File: config.mk
export PLATFORM = sky130hd
export DESIGN_NAME = usb_cdc_stream_tx
export DESIGN_NICKNAME = d
export VERILOG_FILES = /design/src/rtl/usb_cdc_stream_tx.sv
export SDC_FILE = /design/constraint.sdc
export NUM_CORES = 2
export LEC_CHECK = 0
export BUFFER_PORTS_ARGS = -buffer_cell sky130_fd_sc_hd__buf_2
export CELL_PAD_IN_SITES_DETAIL_PLACEMENT = 0
export CELL_PAD_IN_SITES_GLOBAL_PLACEMENT = 1
export CORE_UTILIZATION = 46
export DETAILED_ROUTE_END_ITERATION = 6
export PLACE_DENSITY = 0.64
export SLEW_MARGIN = 10
export SYNTH_ARGS = -nofsm -noshare
export SYNTH_HDL_FRONTEND = slang
export SYNTH_SLANG_ARGS = --single-unit
File: constraint.sdc
create_clock -name clk_i -period 5.1 [get_ports clk_i]
set_input_delay 1.02 -clock clk_i [delete_from_list [all_inputs] [get_ports clk_i]]
set_output_delay 1.02 -clock clk_i [all_outputs]
set_load 0.02 [all_outputs]
File: src/rtl/usb_cdc_stream_tx.sv
// usb_cdc_stream_tx: buffers a user byte stream and frames it into packets for the CDC bulk IN endpoint.
// Defining USB_CDC_TX_ZLP_EN adds zero-length-packet termination after a full-size packet.
module usb_cdc_stream_tx #(
    parameter int DEPTH    = 256,
    parameter int MAX_PKT  = 64,
    parameter int TIMEOUT  = 1024,
    parameter int IN_BYTES = 1
) (
    input  logic                      clk_i,
    input  logic                      rst_n_i,
    input  logic                      online_i,
    input  logic [8*IN_BYTES-1:0]     s_data_i,
    input  logic                      s_valid_i,
    output logic                      s_ready_o,
    input  logic                      ep_ready_i,
    output logic                      ep_dval_o,
    output logic [7:0]                ep_data_o,
    output logic                      ep_pktend_o,
    output logic                      ep_zlp_o,
    output logic [$clog2(DEPTH):0]    fill_o
);
    localparam int AW = $clog2(DEPTH);
    localparam int CW = AW + 1;
    localparam int TW = $clog2(TIMEOUT + 1);
    localparam int LW = $clog2(MAX_PKT + 1);

`ifdef USB_CDC_TX_ZLP_EN
    typedef enum logic [1:0] {IDLE, SEND, HOLD, ZLP} state_t;
`else
    typedef enum logic [1:0] {IDLE, SEND} state_t;
`endif

    state_t          state_q, state_d;
    logic [7:0]      mem [DEPTH];
    logic [AW-1:0]   wrPtr_q, wrPtr_d, rdPtr_q, rdPtr_d;
    logic [CW-1:0]   count_q, count_d, freeSpace;
    logic [TW-1:0]   timer_q, timer_d;
    logic [LW-1:0]   pktLen_q, pktLen_d, pktCnt_q, pktCnt_d;
    logic            dval_q, dval_d, pktend_q, pktend_d, zlp_q, zlp_d;
    logic [7:0]      data_q, data_d;
    logic            push, pop, timeoutHit, lastByte, inHold;

    assign freeSpace  = CW'(DEPTH) - count_q;
    assign s_ready_o  = online_i & (freeSpace >= CW'(IN_BYTES));
    assign push       = s_valid_i & s_ready_o;
    assign pop        = (state_q == SEND) & ep_ready_i & online_i;
    assign timeoutHit = (timer_q == TW'(TIMEOUT));
    assign lastByte   = (pktCnt_q == pktLen_q - LW'(1));

`ifdef USB_CDC_TX_ZLP_EN
    assign inHold = (state_q == HOLD);
`else
    assign inHold = 1'b0;
`endif

    always_ff @(posedge clk_i) begin
        if (push) begin
            for (int i = 0; i < IN_BYTES; i++) begin
                mem[wrPtr_q + AW'(i)] <= s_data_i[8*i +: 8];
            end
        end
    end

    // The idle timer also runs in HOLD so an empty FIFO can still time out into a ZLP.
    always_comb begin
        wrPtr_d = wrPtr_q;
        rdPtr_d = rdPtr_q;
        timer_d = timer_q;
        count_d = count_q + (push ? CW'(IN_BYTES) : '0) - (pop ? CW'(1) : '0);
        if (push) begin
            wrPtr_d = wrPtr_q + AW'(IN_BYTES);
        end
        if (pop) begin
            rdPtr_d = rdPtr_q + AW'(1);
        end
        if (push) begin
            timer_d = '0;
        end else if (((count_q != '0) || inHold) && !timeoutHit) begin
            timer_d = timer_q + TW'(1);
        end
        if (!online_i) begin
            wrPtr_d = '0;
            rdPtr_d = '0;
            count_d = '0;
            timer_d = '0;
        end
    end

    always_comb begin
        state_d  = state_q;
        pktLen_d = pktLen_q;
        pktCnt_d = pktCnt_q;
        data_d   = data_q;
        dval_d   = 1'b0;
        pktend_d = 1'b0;
        zlp_d    = 1'b0;
        case (state_q)
            IDLE: begin
                if ((count_q >= CW'(MAX_PKT)) || ((count_q != '0) && timeoutHit)) begin
                    state_d  = SEND;
                    pktLen_d = (count_q >= CW'(MAX_PKT)) ? LW'(MAX_PKT) : LW'(count_q);
                    pktCnt_d = '0;
                end
            end
            SEND: begin
                if (pop) begin
                    dval_d   = 1'b1;
                    data_d   = mem[rdPtr_q];
                    pktend_d = lastByte;
                    pktCnt_d = pktCnt_q + LW'(1);
                    if (lastByte) begin
                        state_d = IDLE;
`ifdef USB_CDC_TX_ZLP_EN
                        if ((pktLen_q == LW'(MAX_PKT)) && (count_d == '0)) begin
                            state_d = HOLD;
                        end
`endif
                    end
                end
            end
`ifdef USB_CDC_TX_ZLP_EN
            HOLD: begin
                if (push || (count_q != '0)) begin
                    state_d = IDLE;
                end else if (timeoutHit) begin
                    state_d = ZLP;
                end
            end
            ZLP: begin
                if (ep_ready_i) begin
                    zlp_d    = 1'b1;
                    pktend_d = 1'b1;
                    state_d  = IDLE;
                end
            end
`endif
            default: state_d = IDLE;
        endcase
        if (!online_i) begin
            state_d  = IDLE;
            pktCnt_d = '0;
            data_d   = '0;
            dval_d   = 1'b0;
            pktend_d = 1'b0;
            zlp_d    = 1'b0;
        end
    end

    always_ff @(posedge clk_i or negedge rst_n_i) begin
        if (!rst_n_i) begin
            state_q  <= IDLE;
            wrPtr_q  <= '0;
            rdPtr_q  <= '0;
            count_q  <= '0;
            timer_q  <= '0;
            pktLen_q <= '0;
            pktCnt_q <= '0;
            dval_q   <= 1'b0;
            pktend_q <= 1'b0;
            zlp_q    <= 1'b0;
            data_q   <= '0;
        end else begin
            state_q  <= state_d;
            wrPtr_q  <= wrPtr_d;
            rdPtr_q  <= rdPtr_d;
            count_q  <= count_d;
            timer_q  <= timer_d;
            pktLen_q <= pktLen_d;
            pktCnt_q <= pktCnt_d;
            dval_q   <= dval_d;
            pktend_q <= pktend_d;
            zlp_q    <= zlp_d;
            data_q   <= data_d;
        end
    end

    assign ep_dval_o   = dval_q;
    assign ep_data_o   = data_q;
    assign ep_pktend_o = pktend_q;
    assign ep_zlp_o    = zlp_q;
    assign fill_o      = count_q;

endmodule

==> metrics <==
Post-synth top flop sky130_fd_sc_hd__edfxtp_1; kind of end point of the critical path primary output; clock tree from TritonCTS done; initial drt markers approximately 4600; reg-to-reg setup timing slack approximately 0.37 ns; Final Wtd Congestion 0.834; CTS Hold Bufs 0; share of post-route cells with drive strength above 1 19.0%; final slew viol count 0; router iterations before antenna repair 7; f_max 0.206 GHz; total power per unit cell area 408 nW/µm²; global router's overall resource usage 24.7%; number of synthesized register bits between 2000 and 2500; largest net degree at the start of global routing 135; total congestion overflow 0; number of enable flip-flop cells after synthesis 2048; most frequent cell after synthesis sky130_fd_sc_hd__edfxtp_1; area growth from synthesis to layout 11.3%; TritonCTS buffer count 209; maximum capacitance violations 0; sink count of the clock tree 2109; Worst Reg-to-Reg Cells 21; final hold viol count 0; Cell Area, Synth ~84000 µm²; Arrival @ worst endpoint ~3.8 ns; result of the run complete, no violations; Clock Latency Late Sink 0.85 ns; detail-routed net length per standard cell 32.7 µm; post-route minimum period 4.85 ns; number of nets in the finished design 4446; worst-path fanout max 8; Post-Synthesis Cells 4260; peak supply drop 0.247 mV; critical path required time 4.08 ns; Worst Setup Start Kind flip-flop; deepest clock path buffer count 3; fraction of post-synthesis cell area in the top cell type by area 73.1%; setup TNS 0 ns; overall die area 185000 µm²; portion of the clock cycle consumed by the worst path in the final layout 95.1%; I/O pin cnt 34; nets in the synthesized netlist ~4300; setup skew after layout roughly 0.033 ns; Post CTS Setup Buffer Count 0; number of instances resized during post-cts repair 0; DRC violations left 0; hold_ws 0.286 ns; FF-to-FF Start fill_o[2]$_DFF_PN0_; Max-slew headroom 20.4%; Vias 42800; placeable core region 181000 µm²; Critical Setup Path Class reg -> out; global-route wire length before repair 323000 µm; async set or reset register ratio after synthesis 2.89%; overall routed net length 227000 µm; sequential-to-total area share from yosys stat 74.9%; list of most frequent post-synthesis cells sky130_fd_sc_hd__edfxtp_1, sky130_fd_sc_hd__mux4_2, sky130_fd_sc_hd__nor2_1, sky130_fd_sc_hd__mux2i_1, sky130_fd_sc_hd__nand2_1; Mean Syn Cell Area 19.7 µm²; total half-perimeter wirelength after legalization and detailed placement 138000 µm; vias per std cell around 6.2; class of the tightest hold or removal check in -> async; number of antenna violations at the first check in global routing 9; cell types occupying the most area after synthesis sky130_fd_sc_hd__edfxtp_1, sky130_fd_sc_hd__mux4_2, sky130_fd_sc_hd__mux2i_1; initial core utilization 46.4%; static power due to leakage approximately 29 nW; endpoint of the lowest-slack register-to-register path fill_o[8]$_DFF_PN0_; count of distinct cell types in the synthesized netlist 80; count of endpoints failing setup in the final report 0; CTS Root Cell sky130_fd_sc_hd__clkbuf_16; count of H-tree levels built during CTS 4; Chip Width roughly 430 µm; Worst Max-Slew Pin Slew 1.19 ns; leading area contributor after synthesis sky130_fd_sc_hd__edfxtp_1; Chip Height 430 µm; RSZ-0062 raised after global routing false; clock transition time at the flip-flop clock pins of the worst setup and hold paths 0.06 ns; count of buffers inserted at the top-level ports 32; number of nets still failing antenna checks after routing 0; warnings from Yosys 0; via count of the first global-routing pass 42700; number of rows created at floorplan 156
## worst max path at each step
stage                              startpoint             endpoint  cells after the start
after global placement    fill_o[2]$_DFF_PN0_  fill_o[7]$_DFF_PN0_                     20
after CTS                 fill_o[2]$_DFF_PN0_            s_ready_o                     10
final                     fill_o[2]$_DFF_PN0_            s_ready_o                     10
after global routing      fill_o[2]$_DFF_PN0_  fill_o[8]$_DFF_PN0_                     21
after detailed placement  fill_o[2]$_DFF_PN0_  fill_o[8]$_DFF_PN0_                     21
after floorplan           fill_o[2]$_DFF_PN0_  fill_o[8]$_DFF_PN0_                     22
## logic make-up after synthesis
kind of cell	after synthesis	synth area share [%]
AOI/OAI and AO/OA	462	3.83
and+or+nand+nor	648	3.34
xor gates and xnor gates	33	0.344
adders and majority gates	29	0.440
buffers and inverters	283	2.54
other	1	0.00446
muxes	695	14.6
DFF	2109	74.9
## cells in the final DEF (no fill, tap or decap), types with 48 or more instances in the layout
cell,instances
sky130_fd_sc_hd__edfxtp_1,2048
sky130_fd_sc_hd__o21ai_0,68
sky130_fd_sc_hd__clkinv_1,48
sky130_fd_sc_hd__mux2i_1,284
sky130_fd_sc_hd__clkbuf_16,212
sky130_fd_sc_hd__nor2_1,332
sky130_fd_sc_hd__mux4_2,361
sky130_fd_sc_hd__buf_4,114
sky130_fd_sc_hd__nand2_1,124
sky130_fd_sc_hd__o221ai_1,60
sky130_fd_sc_hd__dfrtp_1,56
sky130_fd_sc_hd__clkbuf_1,56
sky130_fd_sc_hd__o22ai_1,69
sky130_fd_sc_hd__a21oi_1,71
## through the flow
| step | power (mW) | std cells | utilization, % | instance area (µm²) | worst slack (ns) |
|---|---|---|---|---|---|
| 4_1_cts | 38.5 | 6954 | 51.7 | 93600 | 0.196 |
| 3_5_place_dp | 23.5 | 6563 | 48.0 | 86900 | 0.456 |
| 3_3_place_gp | 23.5 | 6563 | 48.0 | 86900 | 0.377 |
| 6_report | 38.2 | 6955 | 51.7 | 93600 | 0.252 |
| 2_1_floorplan | 22.4 | 4260 | - | 84100 | 0.910 |
| 5_1_grt | 39.3 | 6954 | 51.7 | 93600 | 0.000777 |
## flip-flops by register name, indices dropped and copies added (netlist names)
register	count
ep_data_o	8
ep_dval_o	1
ep_pktend_o	1
fill_o	9
mem	2048
pktCnt_q	7
pktLen_q	7
rdPtr_q	8
state_q	1
timer_q	11
wrPtr_q	8
## worst max-delay path: stages (launching register included)
cell and delay [ns]:
sky130_fd_sc_hd__dfrtp_1 0.49, sky130_fd_sc_hd__inv_1 0.13, sky130_fd_sc_hd__ha_1 0.27, sky130_fd_sc_hd__nand3_1 0.15, sky130_fd_sc_hd__nor2_1 0.07, sky130_fd_sc_hd__ha_1 0.26
sky130_fd_sc_hd__or4b_1 0.43, sky130_fd_sc_hd__a311oi_1 0.25, sky130_fd_sc_hd__o221ai_1 0.32, sky130_fd_sc_hd__and2_1 0.39, sky130_fd_sc_hd__buf_2 0.22
## per-layer routing
layer	up-vias	routed length (µm)	GRT usage (%)
li1	17800	-	-
met1	22900	97500	36.3
met2	1755	106000	38.0
met3	326	16900	4.23
met4	0	6460	7.29
met5	-	0	0
## area by class of cell
type / instances / area, µm²
Fill cell: 14400 / 87500
Sequential cell: 2109 / 63000
Multi-Input combinational cell: 1868 / 19000
Clock buffer: 272 / 5570
Tap cell: 2370 / 2970
Timing Repair Buffer: 179 / 1760
Clock inverter: 119 / 1100
Inverter: 37 / 143
Antenna cell: 1 / 2.50
## power by group
part           switching, mW  internal [mW]
clock network           6.53           8.60
registers              0.102           19.1
logic                   2.19           1.68
No activity file was read; power rests on OpenSTA's default activity.
